File: src/rtl/music_pkg.sv
// Shared types for the song sequencer: transport state, beat index, rest threshold.
// Pure declarations; no logic, no latency, no backpressure.
package music_pkg;

    typedef enum logic [1:0] {
        IDLE  = 2'd0,
        PLAY  = 2'd1,
        PAUSE = 2'd2
    } state_t;

    typedef logic [7:0] beat_t;

    localparam int unsigned SILENCE_HZ_DEF = 20000;

endpackage

File: src/rtl/music_sequencer_if.sv
// Transport controls, song-table lookup and speaker outputs of the sequencer.
// master = sequencer side, slave = board/song-table side; no handshake, all level/pulse.
interface music_sequencer_if;

    logic               play_toggle;
    logic               stop;
    logic               loop_en;
    logic [31:0]        tone;
    music_pkg::beat_t   beat_num;
    logic               pwm;
    logic               playing;
    logic               done;

    modport master (
        input  play_toggle, stop, loop_en, tone,
        output beat_num, pwm, playing, done
    );

    modport slave (
        output play_toggle, stop, loop_en, tone,
        input  beat_num, pwm, playing, done
    );

endinterface

File: src/rtl/tone_pwm.sv
// Phase-accumulator square wave: average toggle rate gives exactly tone Hz; 1-cycle register latency.
// No backpressure; output is gated low immediately while disabled or resting.
module tone_pwm #(
    parameter int unsigned CLK_HZ     = 100_000_000,
    parameter int unsigned SILENCE_HZ = music_pkg::SILENCE_HZ_DEF
) (
    input  logic        clk,
    input  logic        rst_n,
    input  logic        en,
    input  logic [31:0] tone,
    output logic        pwm
);

    localparam logic [31:0] HALF = 32'(CLK_HZ / 2);
    localparam logic [31:0] SIL  = 32'(SILENCE_HZ);

    logic [31:0] acc;
    logic [31:0] sum;
    logic        pwm_q;
    logic        audible;

    // acc < HALF and tone < SILENCE_HZ <= HALF, so sum stays below CLK_HZ
    assign audible = en && (tone < SIL);
    assign sum     = acc + tone;

    always_ff @(posedge clk or negedge rst_n) begin
        if (!rst_n) begin
            acc   <= '0;
            pwm_q <= 1'b0;
        end else if (!audible) begin
            acc   <= '0;
            pwm_q <= 1'b0;
        end else if (sum >= HALF) begin
            acc   <= sum - HALF;
            pwm_q <= ~pwm_q;
        end else begin
            acc   <= sum;
        end
    end

    assign pwm = pwm_q & audible;

endmodule

File: src/rtl/music_sequencer.sv
// Song player: tempo counter, beat index and play/pause/stop FSM feeding tone_pwm.
// beat_num/playing/done registered (1 cycle after the causing event); no backpressure.
module music_sequencer
    import music_pkg::*;
#(
    parameter int unsigned CLK_HZ     = 100_000_000,
    parameter int unsigned BEAT_HZ    = 8,
    parameter int unsigned LAST_BEAT  = 255,
    parameter int unsigned SILENCE_HZ = SILENCE_HZ_DEF
) (
    input  logic              clk,
    input  logic              rst_n,
    music_sequencer_if.master bus
);

    localparam int unsigned TICK_MAX  = CLK_HZ / BEAT_HZ - 1;
    localparam int          CW        = (TICK_MAX > 0) ? $clog2(TICK_MAX + 1) : 1;
    localparam logic [CW-1:0] TICK_LAST = CW'(TICK_MAX);
    localparam beat_t       LAST      = beat_t'(LAST_BEAT);

    state_t        state;
    logic [CW-1:0] tick_cnt;
    beat_t         beat_q;
    logic          playing_q;
    logic          done_q;
    logic          tick;
    logic          at_end;

    assign tick   = (state == PLAY) && (tick_cnt == TICK_LAST);
    assign at_end = (beat_q == LAST);

    always_ff @(posedge clk or negedge rst_n) begin
        if (!rst_n) begin
            state     <= IDLE;
            tick_cnt  <= '0;
            beat_q    <= '0;
            playing_q <= 1'b0;
            done_q    <= 1'b0;
        end else begin
            done_q <= 1'b0;
            if (bus.stop) begin
                state     <= IDLE;
                tick_cnt  <= '0;
                beat_q    <= '0;
                playing_q <= 1'b0;
            end else begin
                case (state)
                    IDLE: begin
                        tick_cnt <= '0;
                        beat_q   <= '0;
                        if (bus.play_toggle) begin
                            state     <= PLAY;
                            playing_q <= 1'b1;
                        end
                    end
                    PLAY: begin
                        tick_cnt <= tick ? '0 : tick_cnt + CW'(1);
                        // final-beat tick wins over a coincident toggle
                        if (tick && at_end) begin
                            beat_q <= '0;
                            if (!bus.loop_en) begin
                                state     <= IDLE;
                                playing_q <= 1'b0;
                                done_q    <= 1'b1;
                            end
                        end else begin
                            if (tick) begin
                                beat_q <= beat_q + 8'd1;
                            end
                            if (bus.play_toggle) begin
                                state     <= PAUSE;
                                playing_q <= 1'b0;
                            end
                        end
                    end
                    PAUSE: begin
                        if (bus.play_toggle) begin
                            state     <= PLAY;
                            playing_q <= 1'b1;
                        end
                    end
                    default: begin
                        state     <= IDLE;
                        tick_cnt  <= '0;
                        beat_q    <= '0;
                        playing_q <= 1'b0;
                    end
                endcase
            end
        end
    end

    tone_pwm #(
        .CLK_HZ     (CLK_HZ),
        .SILENCE_HZ (SILENCE_HZ)
    ) u_tone (
        .clk   (clk),
        .rst_n (rst_n),
        .en    (playing_q),
        .tone  (bus.tone),
        .pwm   (bus.pwm)
    );

    assign bus.beat_num = beat_q;
    assign bus.playing  = playing_q;
    assign bus.done     = done_q;

endmodule

File: src/flat_wrapper.sv
// flat-port wrapper written by rule: the top's interface ports become plain ports
module music_sequencer_flat import music_pkg::*;
#(
    parameter int unsigned CLK_HZ     = 100_000_000,
    parameter int unsigned BEAT_HZ    = 8,
    parameter int unsigned LAST_BEAT  = 255,
    parameter int unsigned SILENCE_HZ = SILENCE_HZ_DEF
)
  (clk, rst_n, bus_play_toggle, bus_stop, bus_loop_en, bus_tone, bus_beat_num, bus_pwm, bus_playing, bus_done);
  music_sequencer_if bus_i ();
  input  logic clk;
  input  logic rst_n;
  input wire logic [$bits(bus_i.play_toggle)-1:0] bus_play_toggle;
  input wire logic [$bits(bus_i.stop)-1:0] bus_stop;
  input wire logic [$bits(bus_i.loop_en)-1:0] bus_loop_en;
  input wire logic [$bits(bus_i.tone)-1:0] bus_tone;
  output wire logic [$bits(bus_i.beat_num)-1:0] bus_beat_num;
  output wire logic [$bits(bus_i.pwm)-1:0] bus_pwm;
  output wire logic [$bits(bus_i.playing)-1:0] bus_playing;
  output wire logic [$bits(bus_i.done)-1:0] bus_done;
  assign bus_i.play_toggle = bus_play_toggle;
  assign bus_i.stop = bus_stop;
  assign bus_i.loop_en = bus_loop_en;
  assign bus_i.tone = bus_tone;
  assign bus_beat_num = bus_i.beat_num;
  assign bus_pwm = bus_i.pwm;
  assign bus_playing = bus_i.playing;
  assign bus_done = bus_i.done;
  music_sequencer #(.CLK_HZ(CLK_HZ), .BEAT_HZ(BEAT_HZ), .LAST_BEAT(LAST_BEAT), .SILENCE_HZ(SILENCE_HZ)) u_core (.clk(clk), .rst_n(rst_n), .bus(bus_i));
endmodule
File: config.mk
export PLATFORM = sky130hd
export DESIGN_NAME = music_sequencer_flat
export DESIGN_NICKNAME = d
export VERILOG_FILES = /design/src/rtl/music_pkg.sv /design/src/rtl/music_sequencer_if.sv /design/src/rtl/tone_pwm.sv /design/src/rtl/music_sequencer.sv /design/src/flat_wrapper.sv
export SDC_FILE = /design/constraint.sdc
export NUM_CORES = 1
export LEC_CHECK = 0
export ABC_AREA = 0
export BUFFER_PORTS_ARGS = -buffer_cell sky130_fd_sc_hd__clkbuf_2
export CORE_ASPECT_RATIO = 0.8
export CORE_MARGIN = 2
export CORE_UTILIZATION = 30
export DETAILED_ROUTE_END_ITERATION = 8
export GPL_TIMING_DRIVEN = 0
export PLACE_DENSITY = 0.57
export SYNTH_ARGS = -nofsm -noshare
export SYNTH_HDL_FRONTEND = slang
export SYNTH_SLANG_ARGS = --single-unit
File: constraint.sdc
create_clock -name clk -period 9.09 [get_ports clk]
set_input_delay 2.727 -clock clk [delete_from_list [all_inputs] [get_ports clk]]
set_output_delay 2.727 -clock clk [all_outputs]
set_load 0.01 [all_outputs]
# Yosys cells after proc, flatten, opt, wreduce, memory -nomap -nowiden

Index checks and enable logic that the tools add are counted.

Muxes and demuxes: 27
Add/subtract/negate cells: 4
Reductions and logical operators: 7
Order comparisons: 2
Bitwise logic cells: 2
Equal/unequal tests: 10

Operators by type and width:

| kind                   | number |
|---|---|
| $mux 32                | 2 |
| $mux 24                | 2 |
| $pmux 24 s2            | 1 |
| $add 32x32->32         | 1 |
| $ge 32x26->1 const B   | 1 |
| $lt 32x15->1 const B   | 1 |
| $sub 32x26->32 const B | 1 |
| $add 24x1->24 const B  | 1 |
| $eq 24x24->1 const B   | 1 |
| $mux 8                 | 3 |
| $pmux 8 s2             | 1 |
| $mux 1                 | 11 |
| $mux 2                 | 5 |
| $add 8x1->8 const B    | 1 |
| $eq 8x8->1 const B     | 1 |
| $ne 4x4->1 const B     | 2 |
| $ne 4x3->1 const B     | 1 |
| $pmux 2 s2             | 1 |
| $logic_and 1x1->1      | 3 |
| $ne 3x1->1 const B     | 1 |
| $reduce_and 3->1       | 1 |
| $eq 2x1->1 const B     | 1 |
| $eq 2x2->1 const B     | 1 |
| $logic_not 2->1        | 1 |
| 7 further kinds        | 7 |

Register bits: 69
Output and inout bits: 11
Word-level logic and storage cells: 59

# Longest topological paths before layout

Gate-level depths: netlist of run 1.

Word-level depth: 6
Gate-level depth with buffers: 15
Mapped depth without buffers: 13

# Hierarchy

From an unflattened synthesis of run 1, not the netlist that was laid out.

Cell total of the unflattened synthesis: 701
Area total of the unflattened synthesis: 5896.9 um^2

Modules (own cells, without submodules):

| module          | cells each | area each (um^2) | times used | sequential area each (um^2) |
|---|---|---|---|---|
| tone_pwm        | 479        | 3865.0           | 1          | 825.8 |
| music_sequencer | 222        | 2031.9           | 1          | 900.9 |

# Worst setup path before layout of run 1

OpenSTA, ideal clock, no wires.

Path kind: input to output
Start: in bus_tone[18]
End: out bus_pwm
Stages: 5
Path slack: 2.310 ns
Arrival: 4.053 ns
Cell sequence: or4_1 -> a211o_1 -> clkbuf_1 -> clkbuf_1 -> nor2_1

Cells in the longest elaborated chain, start to end: 3

Ends and longest elaborated chain:

| what              | RTL line           | text |
|---|---|---|
| from (decl)       | flat_wrapper.sv:16 | `input wire logic [$bits(bus_i.tone)-1:0] bus_tone;` |
| $lt 32x15->1      | tone_pwm.sv:23     | `assign audible = en && (tone < SIL);` |
| $logic_and 1x1->1 | tone_pwm.sv:23     |  |
| $and 1x1->1       | tone_pwm.sv:41     | `assign pwm = pwm_q & audible;` |
| to (decl)         | flat_wrapper.sv:18 | `output wire logic [$bits(bus_i.pwm)-1:0] bus_pwm;` |

Every way passes these cells.

# Worst setup path after layout of run 1

Start: in bus_tone[30]
End: out bus_pwm

The elaborated chain is that of the path after synthesis.

==> results.md, run 1 <==
- The post-synthesis cell count is 656.
- The number of warning messages in the yosys log is 0.
- In this run the count of I/O pins placed on the die edge is 48.
- In this run the cell area measured after placement is 5870 sq um.
- For this run, design rule violations remaining after detail routing come to 0.
- The starting density of the core is 0.307.
- The cell at the root of the clock tree is clkbuf_16.
- The maximum clock insertion buffer count is 2.
- The total number of vias is 5046.
- Setup repair after global routing left no endpoint under its margin.
- The number of cells on the worst reg-to-reg path is 15.
- The worst register-to-register path begins at u_core.u_tone.acc[0].
- The tool flagged a number of max-cap violations equal to 0.
- Buffers placed on the I/O ports in this run total 46.
- The portion of the clock cycle consumed by the worst path in the final layout is 0.857.
- The total setup violations reported at the end of the flow is 0.
- Of the cells placed in the final design, the portion with a size suffix greater than 1 is 0.124.
- Summed over all failing endpoints, the final setup total negative slack is 0 ns.
- The cell area after layout is 6180 sq um.
- In this run the vertical extent of the chip is 123 um.
- The floorplan step defined a die boundary enclosing 18900 sq um.
- For this run, the slowest stage of the critical path takes 0.66 ns.
- The worst flop-to-flop path endpoint is u_core.u_tone.acc[14].
- The flow ran to the end, and the final reports show no timing, DRC or antenna violations.
- After synthesis the netlist holds a flip-flop and latch count of 68.
- The share of synthesized area in the top cell type comes to 0.319.
- The width of the chip is 153 um.
- Counting distinct cell types in the post-synthesis netlist gives 64.
- CTS saw 68 sinks.
- The final count of pins violating max slew is 0.
- After clock tree synthesis, the setup repair step added 0 buffers.
- The most used flip-flop cell after synthesis is dfrtp_1.
- The count of nets left with antenna violations once routing finished came out at 0.
- The share of the Yosys chip area taken by registers is 0.319.
- The final routed wire length divided by cell count is 15.5 um.
- The maximum level of the CTS H-tree is 3.
- The sum of net half-perimeters after detailed placement is 11200 um.
- The final hold violation count came to 0.
- Final hold analysis gives a worst-case slack of 0.504 ns.
- After floorplanning, the core was divided into 43 placement rows.
- TritonCTS built the clock tree.
- The largest net degree at the start of global routing is 40.
- The class of the tightest hold or removal check is flop to flop.
- The initial antenna violation count is 0.
- The detailed router finished its first iteration with 435 violations.
- The insertion delay of the later-clocked pin in the worst-skew pair is 0.34 ns.
- Along the worst path, the maximum fanout reaches 10.
- Sorting the synthesized cells by area gives the leading types as dfrtp_1 (32%), ha_1 (8.0%), o21ai_0 (7.0%), a21oi_1 (6.3%), nor2_1 (4.5%).
- The clock period could shrink to 7.79 ns.
- The number of cells in the finished layout apart from fillers is 944.
- The number of hold buffers added after CTS is 0.
- The final layout contains 786 nets.
- The highest clock frequency the design can meet is 128 MHz.
- The clock edge transition at the registers on the reported setup and hold paths is 0.05 ns.
- The critical path required time is 6.36 ns.
- The global routing usage summed across all routing layers is 0.161.
- After global routing the overflow that remains totals 0.
- Across the routed clock network, the largest skew measured is 0.00787 ns.
- The critical path endpoint category is a primary output.
- Among all stages on the critical path, the largest delay is contributed by nor4b_1.
- The slew at the pin with the worst max-slew slack is 1.15 ns.
- The number of fillers in the final layout is 1805.
- Along the worst hold path, the cell count comes to 1.
- The cell area after technology mapping is 5340 sq um.
- The final weighted congestion of routability-driven global placement is 0.875.
- The analysis attributes to cell leakage a power of 2.73 nW.
- The wire length reported by the detailed router is 14700 um.
- The final core utilization is 0.356.
- The area added between synthesis and finish is 15.9%.
- The worst-case headroom to the max-slew limit is 0.214.
- The path type of the worst setup path is primary input to primary output.
- STA classifies the critical path startpoint as a primary input.
- The via count of the first global-routing pass is 4635.
- The worst-case IR drop observed on VDD is 70.1 uV.
- The power density over the cells is 124 nW/um^2.
- The first detailed-routing pass took 5 iterations.
- Once placement completed, the tool counted placed cells totaling 928.
- The startpoint of the tightest hold check path is u_core.tick_cnt[12].
- For hold timing, the worst endpoint is u_core.tick_cnt[12].
- The area of the placeable core is 17400 sq um.
- Walking the worst path, the cells encountered are clkbuf_2 -> nor4b_1 -> nand4_1 -> a211o_1 -> clkbuf_1 -> clkbuf_1 -> nor2_1 -> clkbuf_2.
- The arrival time at the worst endpoint is 5.06 ns.
- The count of cells resized by post-cts repair is 0.
- The number of synthesized flops with an enable pin is 0.
- The CTS buffer count is 9.
- The largest area contributor in the netlist is dfrtp_1.
- Synthesis produced a netlist with a net count of 728.
- A synthesized cell averages 8.13 sq um.
- The average vias per placed instance is 5.35.
- The worst reg-to-reg setup slack is 4.34 ns.
- The repair_antennas step left the layout with diodes totalling 0.
- In the synthesized netlist the async set-or-reset flop fraction comes to 1.00.
- The wire length of the first global-routing pass is 24300 um.
==> final cells by class <==
cell class	instances	area, sq um	share of cell area
Buffer	27	123	0.0198
Clock buffer	11	253	0.0409
Clock inverter	5	58.8	0.00951
Inverter	8	30.0	0.00486
Multi-Input combinational cell	553	3480	0.563
Sequential cell	68	1700	0.275
Tap cell	225	282	0.0455
Timing Repair Buffer	47	253	0.0409
==> registers in the layout, summed over array words and instances (netlist names) <==
register and flops:
u_core.tick_cnt 24, u_core.bus.done 1, u_core.bus.playing 1, u_core.state 1, u_core.u_tone.acc 32, u_core.bus.beat_num 8
u_core.u_tone.pwm_q 1
==> Yosys cell counts (3+ instances only) <==
master,number
a31oi_1,11
or3_1,12
o21a_1,5
dfrtp_1,68
and4_1,3
nor2_1,64
xnor2_1,18
a211oi_1,5
o21ai_0,75
inv_1,8
o211ai_1,4
or4_1,7
and2_1,6
a21oi_1,67
a211o_1,3
nand4_1,17
and3_1,15
o21bai_1,3
nor3_1,9
xor2_1,22
nand2_1,63
o31ai_1,9
ha_1,34
a21bo_2,3
nand2b_1,4
clkbuf_1,22
nand3_1,29
a21o_1,17
nor2b_1,3
nor4_1,6
==> worst max-delay path, delay by kind of cell <==
kind	cells	cell delay (ns)
simple gates	3	1.22
buf+inv	4	0.79
compound gates	1	0.31
==> routing by layer <==
layer	vias up	track usage	share of wire	wire length [um]
li1	2560	-	-	-
met1	2382	0.238	0.53	7770
met2	91	0.230	0.41	6020
met3	13	0.0463	0.047	696
met4	0	0.0394	0.012	180
met5	-	0	0	0
==> power by group <==
| group | switching [W] | total, W | internal [W] |
|---|---|---|---|
| clock | 0.000140 | 0.000368 | 0.000228 |
| sequential | 0.00000160 | 0.000306 | 0.000304 |
| combinational | 0.0000599 | 0.0000929 | 0.0000330 |
| total | 0.000202 | 0.000767 | 0.000565 |
==> cells by family after synthesis <==
logic type      after synthesis  share of synthesized area
mux                           2                    0.00399
fa+ha+maj                    35                     0.0835
buf+inv                      35                     0.0286
simple gates                252                      0.239
xor+xnor                     40                     0.0657
compound gates              224                      0.260
flops                        68                      0.319
==> placed cells by master, fill, tap and decap left out, drive strengths merged, types with 5 or more instances in the layout <==
| cell | synthesis | layout |
|---|---|---|
| nand3 | 31 | 31 |
| nor3 | 9 | 9 |
| or4 | 7 | 7 |
| dfrtp | 68 | 68 |
| nand4 | 17 | 17 |
| a21oi | 67 | 67 |
| buf | 5 | 6 |
| nand2 | 63 | 63 |
| nor4 | 7 | 7 |
| a31oi | 11 | 11 |
| nor2 | 64 | 64 |
| o21ai | 77 | 77 |
| a211oi | 6 | 6 |
| xnor2 | 18 | 18 |
| clkbuf | 22 | 79 |
| or3 | 13 | 13 |
| inv | 8 | 9 |
| o31ai | 9 | 9 |
| a21o | 17 | 17 |
| ha | 34 | 34 |
| xor2 | 22 | 22 |
| o21a | 5 | 5 |
| and3 | 15 | 15 |
| and2 | 6 | 6 |
==> worst max path at each step <==
| stage | slack (ns) | from | cells past startpoint | to |
|---|---|---|---|---|
| floorplan | 2.31 | bus_tone[18] | 5 | bus_pwm |
| global placement | 1.16 | bus_tone[30] | 8 | bus_pwm |
| detailed placement | 1.18 | bus_tone[30] | 8 | bus_pwm |
| CTS | 1.17 | bus_tone[30] | 8 | bus_pwm |
| global route | 1.03 | bus_tone[30] | 8 | bus_pwm |
| finish | 1.30 | bus_tone[30] | 8 | bus_pwm |
==> per-stage QoR <==
stage	worst slack, ns	power, W
after detailed placement	1.18	0.000403
after global placement	1.16	0.000402
after floorplan	2.31	0.000370
after CTS	1.17	0.000779
after global routing	1.03	0.000807
final	1.30	0.000767
(Power assumes the default switching activity.)
==> inputs of run 2 (changes only) <==
- CTS_BUF_LIST: default -> sky130_fd_sc_hd__clkbuf_4
- PLACE_DENSITY: 0.57 -> default
- PLACE_DENSITY_LB_ADDON: default -> 0.05
==> run 2 against run 1 <==
Compared with the run above: clock power decreased by 42%; global-route usage increased by 1.5 points; routed wire length increased by 8.7%; die area unchanged; clock skew increased by 0.0053 ns; critical path type unchanged; cell area decreased by 2.9%; count of clock-buffer cells in the layout unchanged.
==> results.md, run 2 (synthesis results as in run 1) <==
- The flow ran to the end, and the final reports show no timing, DRC or antenna violations.
- The final count of pins violating max slew is 0.
- The post-route setup TNS is 0 ns.
- The length of routed met3 wiring is 786 um.
- For this design the ratio of total power to cell area is 102 nW/um^2.
- Summed over all nets, wire length on met2 after detailed routing comes to 6490 um.
- The area added between synthesis and finish is 12.5%.
- The clock period minus worst slack is 7.62 ns.
- The pre-antenna-repair detailed-routing pass consisted of 5 iterations.
- The final hold violation count is 0.
- The via count of the first global-routing pass is 4835.
- Entering global routing, the biggest net connects 37 pins.
- In the finished design, the share of the clock period the worst path needs comes to 0.838.
- The highest clock frequency the design can meet is 131 MHz.
- The final route contains 5087 vias.
- The final routed wire length divided by cell count is 16.9 um.
- The number of nets in the final layout is 786.
- The peak ir drop on the vdd network is 49.4 uV.
- After clock tree synthesis, the clock-pin slew on the worst setup and hold paths is 0.11 ns.
- The maximum level of the CTS H-tree is 3.
- Of the cells placed in the final design, the portion with a size suffix greater than 1 is 0.122.
- The die area is 18900 sq um.
- The aggregate global routing overflow is 0.
- STA classifies the critical path endpoint as a primary output.
- 48 I/O pins were placed.
- The critical path required time is 6.36 ns.
- The commonest non-fill, non-tap cell in the layout is o21ai_0.
- The count of cells resized by post-cts repair is 0.
- Once layout is complete, the utilization of the core stands at 0.346.
- After clock tree synthesis, the setup repair step added 0 buffers.
- The width of the chip is 153 um.
- The count of cells in the finished layout, fillers not included, comes to 944.
- The insertion delay of the later-clocked pin in the worst-skew pair is 0.44 ns.
- The first global-routing pass estimated 26300 um of wire.
- Of all nets on the critical path, the largest fanout is 10.
- The library cells used most frequently in the layout, excluding fill and tap cells, are o21ai_0 (75), dfrtp_1 (68), a21oi_1 (67).
- The worst-case clock skew is 0.0132 ns.
- The number of hold buffers added after CTS was 0.
- The diode insertion count for antenna repair is 0.
- The final weighted congestion of routability-driven global placement is 0.844.
- In this run the top signal layer used is met4.
- The area of the placeable core is 17400 sq um.
- Data on the critical path arrives at its endpoint at 4.89 ns.
- The row count is 43.
- The path class of the tightest hold or removal check is flop to flop.
- The number of port buffers is 46.
- Once placement completed, the tool counted placed cells totaling 928.
- The worst-case headroom to the max-slew limit is 0.162.
- No sink is reached through more buffers than the 2 on the longest clock path.
- For this run, the total global-route usage over all layers was measured as 0.176.
- The floorplan step set the die height to 123 um.
- Detailed placement finished with a half-perimeter wire length of 12300 um.
- The sort of element at the start of the critical path is a primary input.
- TritonCTS built the clock tree.
- The leakage dissipation is 2.66 nW.
- The register with the most flip-flops in the layout has 32 of them.
- The cell at the root of the clock tree is clkbuf_4.
- Setup violations remaining at the end of the flow were counted as 0.
- The initial antenna violation count is 0.
- The number of clock buffers added by TritonCTS is 9.
- The met1 routed wirelength after detailed routing is 8600 um.
- The initial utilization of the core area, before any placement, comes to 0.307.
- Setup repair after global routing left no endpoint under its margin.
- The total number of clock tree sinks is 68.
- Max-cap violations in this run came to 0.
- After the first detailed-routing iteration, the DRC count stood at 365.
- The wire length reported by the detailed router is 15900 um.
- In the routed layout, each cell is associated on average with a via count of 5.39.
- For the pin with the worst max-slew slack, the measured transition is 1.25 ns.
- The worst reg-to-reg setup slack is 4.19 ns.
- The worst setup path is of the primary input to primary output kind.
- The remaining antenna violation count is 0.
- The number of design rule violations left after detail routing is 0.
- u_core.u_tone.acc holds more flip-flops than any other register.
## run 2: path summary, 6_finish.rpt
kind | start | endpoint | cells after the start
min in group asynchronous | rst_n | u_core.u_tone.acc[10] | 1
max reg2reg | u_core.u_tone.acc[0] | u_core.u_tone.acc[15] | 15
min reg2reg | u_core.tick_cnt[20] | u_core.tick_cnt[20] | 1
max in group asynchronous | rst_n | u_core.tick_cnt[17] | 2
max | bus_tone[8] | bus_pwm | 8
min | u_core.tick_cnt[20] | u_core.tick_cnt[20] | 1
## run 2: cell type report
cell class / count / area, sq um
fillers: 1874 / 11400
multi-input cells: 553 / 3480
flip-flops and latches: 68 / 1700
well taps: 225 / 282
repair buffers: 47 / 253
plain buffers: 27 / 123
clock buffers: 11 / 82.6
clock inverters: 5 / 52.6
inverters: 8 / 30.0
## run 2: metrics by stage
step | worst slack (ns) | power, W | cell area [sq um] | hold WS [ns]
2_1_floorplan | 2.31 | 0.000370 | 5340 | 0.457
3_3_place_gp | 1.54 | 0.000403 | 5850 | 0.493
3_5_place_dp | 1.50 | 0.000405 | 5870 | 0.497
4_1_cts | 1.49 | 0.000625 | 6000 | 0.517
5_1_grt | 1.37 | 0.000649 | 6000 | 0.551
6_report | 1.47 | 0.000612 | 6000 | 0.519
## run 2: power breakdown
part | total [W] | switching, W | internal, W | leakage, nW
sequential | 0.000305 | 0.00000165 | 0.000304 | 0.948
clock | 0.000213 | 0.000124 | 0.0000889 | 0.0782
combinational | 0.0000937 | 0.0000607 | 0.0000331 | 1.64
## run 2: worst max-delay path, cell delays in order
cell      delay [ns]
clkbuf_2        0.09
nor4_1          0.48
o21ai_0         0.25
a211o_1         0.33
clkbuf_1        0.24
clkbuf_1        0.38
nor2_1          0.21
clkbuf_2        0.17
## run 2: routing by layer
layer,track usage,vias to the layer above
li1,-,2547
met1,0.274,2420
met2,0.250,114
met3,0.0382,6
met4,0.0284,0
met5,0,-
==> inputs of run 3 (changes only) <==
- ABC_AREA: 0 -> 1
- clock period: 9.09 -> 7.1 ns (I/O delays scaled with it)
==> run 3 against run 2 <==
Compared with the run above: die area rose by 20%; power rose by 44%; register-to-register slack got worse by 0.41 ns; combinational power rose by 89%; cell area rose by 20%; sequential share of layout area fell by 4.6 points; setup slack got worse by 1.1 ns.
==> results.md, run 3 <==
- The flow ran to the end, and the final reports show no timing, DRC or antenna violations.
- Of all flip-flops after synthesis, the portion carrying an async set or reset was 1.00.
- In the final layout, the share of cells above drive strength 1 is 0.121.
- The average vias per placed instance is 4.79.
- The met2 global-route usage is 0.289.
- The flip-flop count of the largest register, all copies and words added is 32.
- The register ranked first by flip-flop count is u_core.u_tone.acc.
- After layout, the design draws a total of 0.000882 W.
- The worst hold slack across all endpoints is 0.536 ns.
- The design internal power is 0.000563 W.
- The largest area contributor in the netlist is dfrtp_1.
- In this run the mean area of a mapped cell was 6.03 sq um.
- In the synthesized netlist the dominant register cell turns out to be dfrtp_1.
- The share of synthesized area occupied by flip-flops and latches is 0.265.
- The die covers 22600 sq um.
- The tool flagged a number of max-cap violations equal to 0.
- The critical path required time is 4.97 ns.
- The worst reg-to-reg setup slack is 3.78 ns.
- Counting both buffers and inverters, the worst setup path holds a total of 3.
- The flip-flop and latch count after synthesis is 68.
- The number of nets in the final layout is 1195.
- The met1 routing resource usage after global routing is 0.301.
- Of the total power, the share spent switching nets is 0.362.
- In the finished design, the share of the clock period the worst path needs comes to 0.947.
- STA classifies the critical path endpoint as a primary output.
- The clock passes through at most 2 buffers.
- The number of I/O pins is 48.
- The arrival time at the worst endpoint is 4.59 ns.
- Sorting the synthesized cells by area gives the leading types as dfrtp_1 (27%), nand2_1 (19%), inv_1 (11%), nor2_1 (6.8%), ha_1 (6.6%).
- In this run the remaining antenna-violating nets after routing total 0.
- The floorplan has 47 rows.
- The class of the tightest hold or removal check is flop to flop.
- The Yosys step of the flow raised 0 warnings.
- The count of unique library cells instantiated by Yosys is 46.
- The critical path goes through clkbuf_2 -> nor4_1 -> nand3_1 -> nor4_2 -> a21boi_2 -> inv_1 -> nor2_1 -> clkbuf_2.
- The worst path needs 6.72 ns of the cycle, external delays included.
- In the post-synthesis netlist, the cell with the most instances is nand2_1.
- The library cell appearing most often on the critical path is clkbuf_2.
- The largest net degree at the start of global routing is 51.
- The sum of net half-perimeters after detailed placement is 17500 um.
- The path type of the worst setup path is primary input to primary output.
- The area added between synthesis and finish is 11.8%.
- The number of violations reported at the end of detailed-routing iteration 0 is 569.
- The finished layout holds 1398 standard cells, fillers aside.
- The total number of clock tree sinks is 68.
- Of the total power, registers draw 0.459.
- The routing usage on met3 is 0.0273.
- The congestion estimate from routability-driven global placement came to 0.854.
- The final core utilization is 0.345.
- Buffers inserted to repair hold after CTS numbered 0.
- In the synthesized netlist, the cells that appear most often are nand2_1 (333), inv_1 (187), nor2_1 (117).
- The final count of pins violating max slew is 0.
- The leakage dissipation is 3.87 nW.
- The share of synthesized area in the top cell type comes to 0.265.
- The total setup violations reported at the end of the flow is 0.
- On the worst path, the slowest cell contributes a delay of 0.58 ns.
- Setup repair after global routing left no endpoint under its margin.
- Dividing the detail-routed wire length by the instance count gives 15.2 um.
- For the worst-skew pair, the clock arrives at the later sink with an insertion delay of 0.47 ns.
- The initial antenna violation count is 1.
- Power spread over the standard cell area amounts to 123 nW/um^2.
- The width of the chip is 168 um.
- The kind of cell with the highest combined delay along the critical path is simple AND/OR/NAND/NOR gates.
- TritonCTS built the clock tree.
- STA classifies the critical path startpoint as a primary input.
- The number of instances in the placed design is 1381.
- The library cells used most frequently in the layout, excluding fill and tap cells, are nand2_1 (333), inv_1 (187), nor2_1 (117).
- Timing would allow up to 149 MHz.
- The number of design rule violations left after detail routing is 0.
- The maximum fanout along the worst path is 10.
- The net count after synthesis is 1136.
- For this design, the slowest cell found on the critical path is a21boi_2.
- In this run the power spent charging and discharging nets is 0.000319 W.
- Between clock sinks in the finished design, the worst skew comes to 0.0161 ns.
- The wire length of the first global-routing pass is 33700 um.
- The routed layout has 6692 vias.
- The share of total power dissipated in combinational logic is 0.200.
- The wire length reported by the detailed router is 21200 um.
- The chip height is 135 um.
- The aggregate global routing overflow is 0.
- The cell area after technology mapping is 6420 sq um.
- The global routing stage identified its most utilized layer as met1.
- The CTS buffer count is 9.
- At the pin with the least slew margin, the transition time is 0.685 ns.
- The core region is 20800 sq um.
- The relative contribution of the clock network to total power is 0.340.
- After clock tree synthesis, the clock-pin slew on the worst setup and hold paths is 0.15 ns.
- For the final routed database, the setup TNS stands at 0 ns.
- IR analysis of the VDD net gives a maximum drop of 80.1 uV.
- In the global route stage, overall resource usage came out at 0.195.
- The number of port buffers is 47.
- The first detailed-routing pass ran for 7 iterations.
- The via count of the first global-routing pass came to 6161.
- The final hold violation count is 0.
- Yosys mapped a number of flops with a built-in enable equal to 0.
- CTS built an H-tree with a depth of 3.
- The starting density of the core is 0.308.
- The commonest non-fill, non-tap cell in the layout is nand2_1.
- The worst-case headroom to the max-slew limit is 0.542.
- The tree is rooted in a clkbuf_4.
- Synthesis produced a netlist whose cell count is 1064.
-- run 3: cell count changes in the layout (fill, tap and decap cells not counted), sizes merged, moves of 9 or more --
cell    previous run  this run
nand2             63       360
a21o              17         1
nor2              64       131
nor3               9        24
clkbuf            79        59
inv                8       202
xor2              22         6
o31ai              9         0
and3              15         3
o21ai             77        22
or3               13         0
xnor2             18         1
nand3             31        86
-- run 3: routing by layer --
| metal | up-vias | share of wire |
|---|---|---|
| li1 | 3465 | - |
| met1 | 3063 | 0.54 |
| met2 | 155 | 0.40 |
| met3 | 9 | 0.057 |
| met4 | 0 | 0.0075 |
| met5 | - | 0 |
-- run 3: worst paths after layout --
check,start,to,depth (start not counted)
min in group asynchronous,rst_n,u_core.u_tone.acc[23],1
max reg2reg,u_core.u_tone.acc[0],u_core.u_tone.acc[26],18
max,bus_tone[18],bus_pwm,8
max in group asynchronous,rst_n,u_core.tick_cnt[22],2
min,u_core.u_tone.pwm_q,u_core.u_tone.pwm_q,2
min reg2reg,u_core.u_tone.pwm_q,u_core.u_tone.pwm_q,2
-- run 3: stage by stage --
stage / setup slack [ns] / instance area (sq um)
2_1_floorplan: 1.47 / 6420
3_3_place_gp: -0.108 / 6990
3_5_place_dp: 0.0113 / 7020
4_1_cts: 0.200 / 7180
5_1_grt: 0.00638 / 7180
6_report: 0.379 / 7180
-- run 3: tightest hold or removal path, stage by stage (launching register included) --
cell     delay, ns
dfrtp_1       0.38
nor2_1        0.05
nor2_1        0.08
-- run 3: cell type report --
cell class                 count  area [sq um]
fill                        2421         13600
multi-input combinational    787          3920
sequential                    68          1700
inverter                     200           751
tap                          269           337
timing repair buffer          48           265
clock inverter                 7          80.1
clock buffer                   9          67.6
buffer                         9          58.8
antenna                        1          2.50
-- run 3: timing repair --
item	in CTS	in global routing
endpoints found under the setup margin	1	0
buffers inserted	0	0
resized for setup	1	0
-- run 3: cell families after synthesis --
kind of cell	count (synthesis)	synth area share
flops	68	0.265
fa+ha+maj	35	0.0694
compound gates	102	0.0881
simple gates	643	0.442
xor+xnor	7	0.00955
buf+inv	209	0.126
-- run 3: power by group through the flow --
stage,Sequential (W),Clock (W),Combinational (W)
floorplan,0.000413,0,0.000108
global placement,0.000413,0,0.000176
detailed placement,0.000413,0,0.000177
CTS,0.000406,0.000317,0.000179
global route,0.000406,0.000329,0.000201
finish,0.000405,0.000300,0.000177
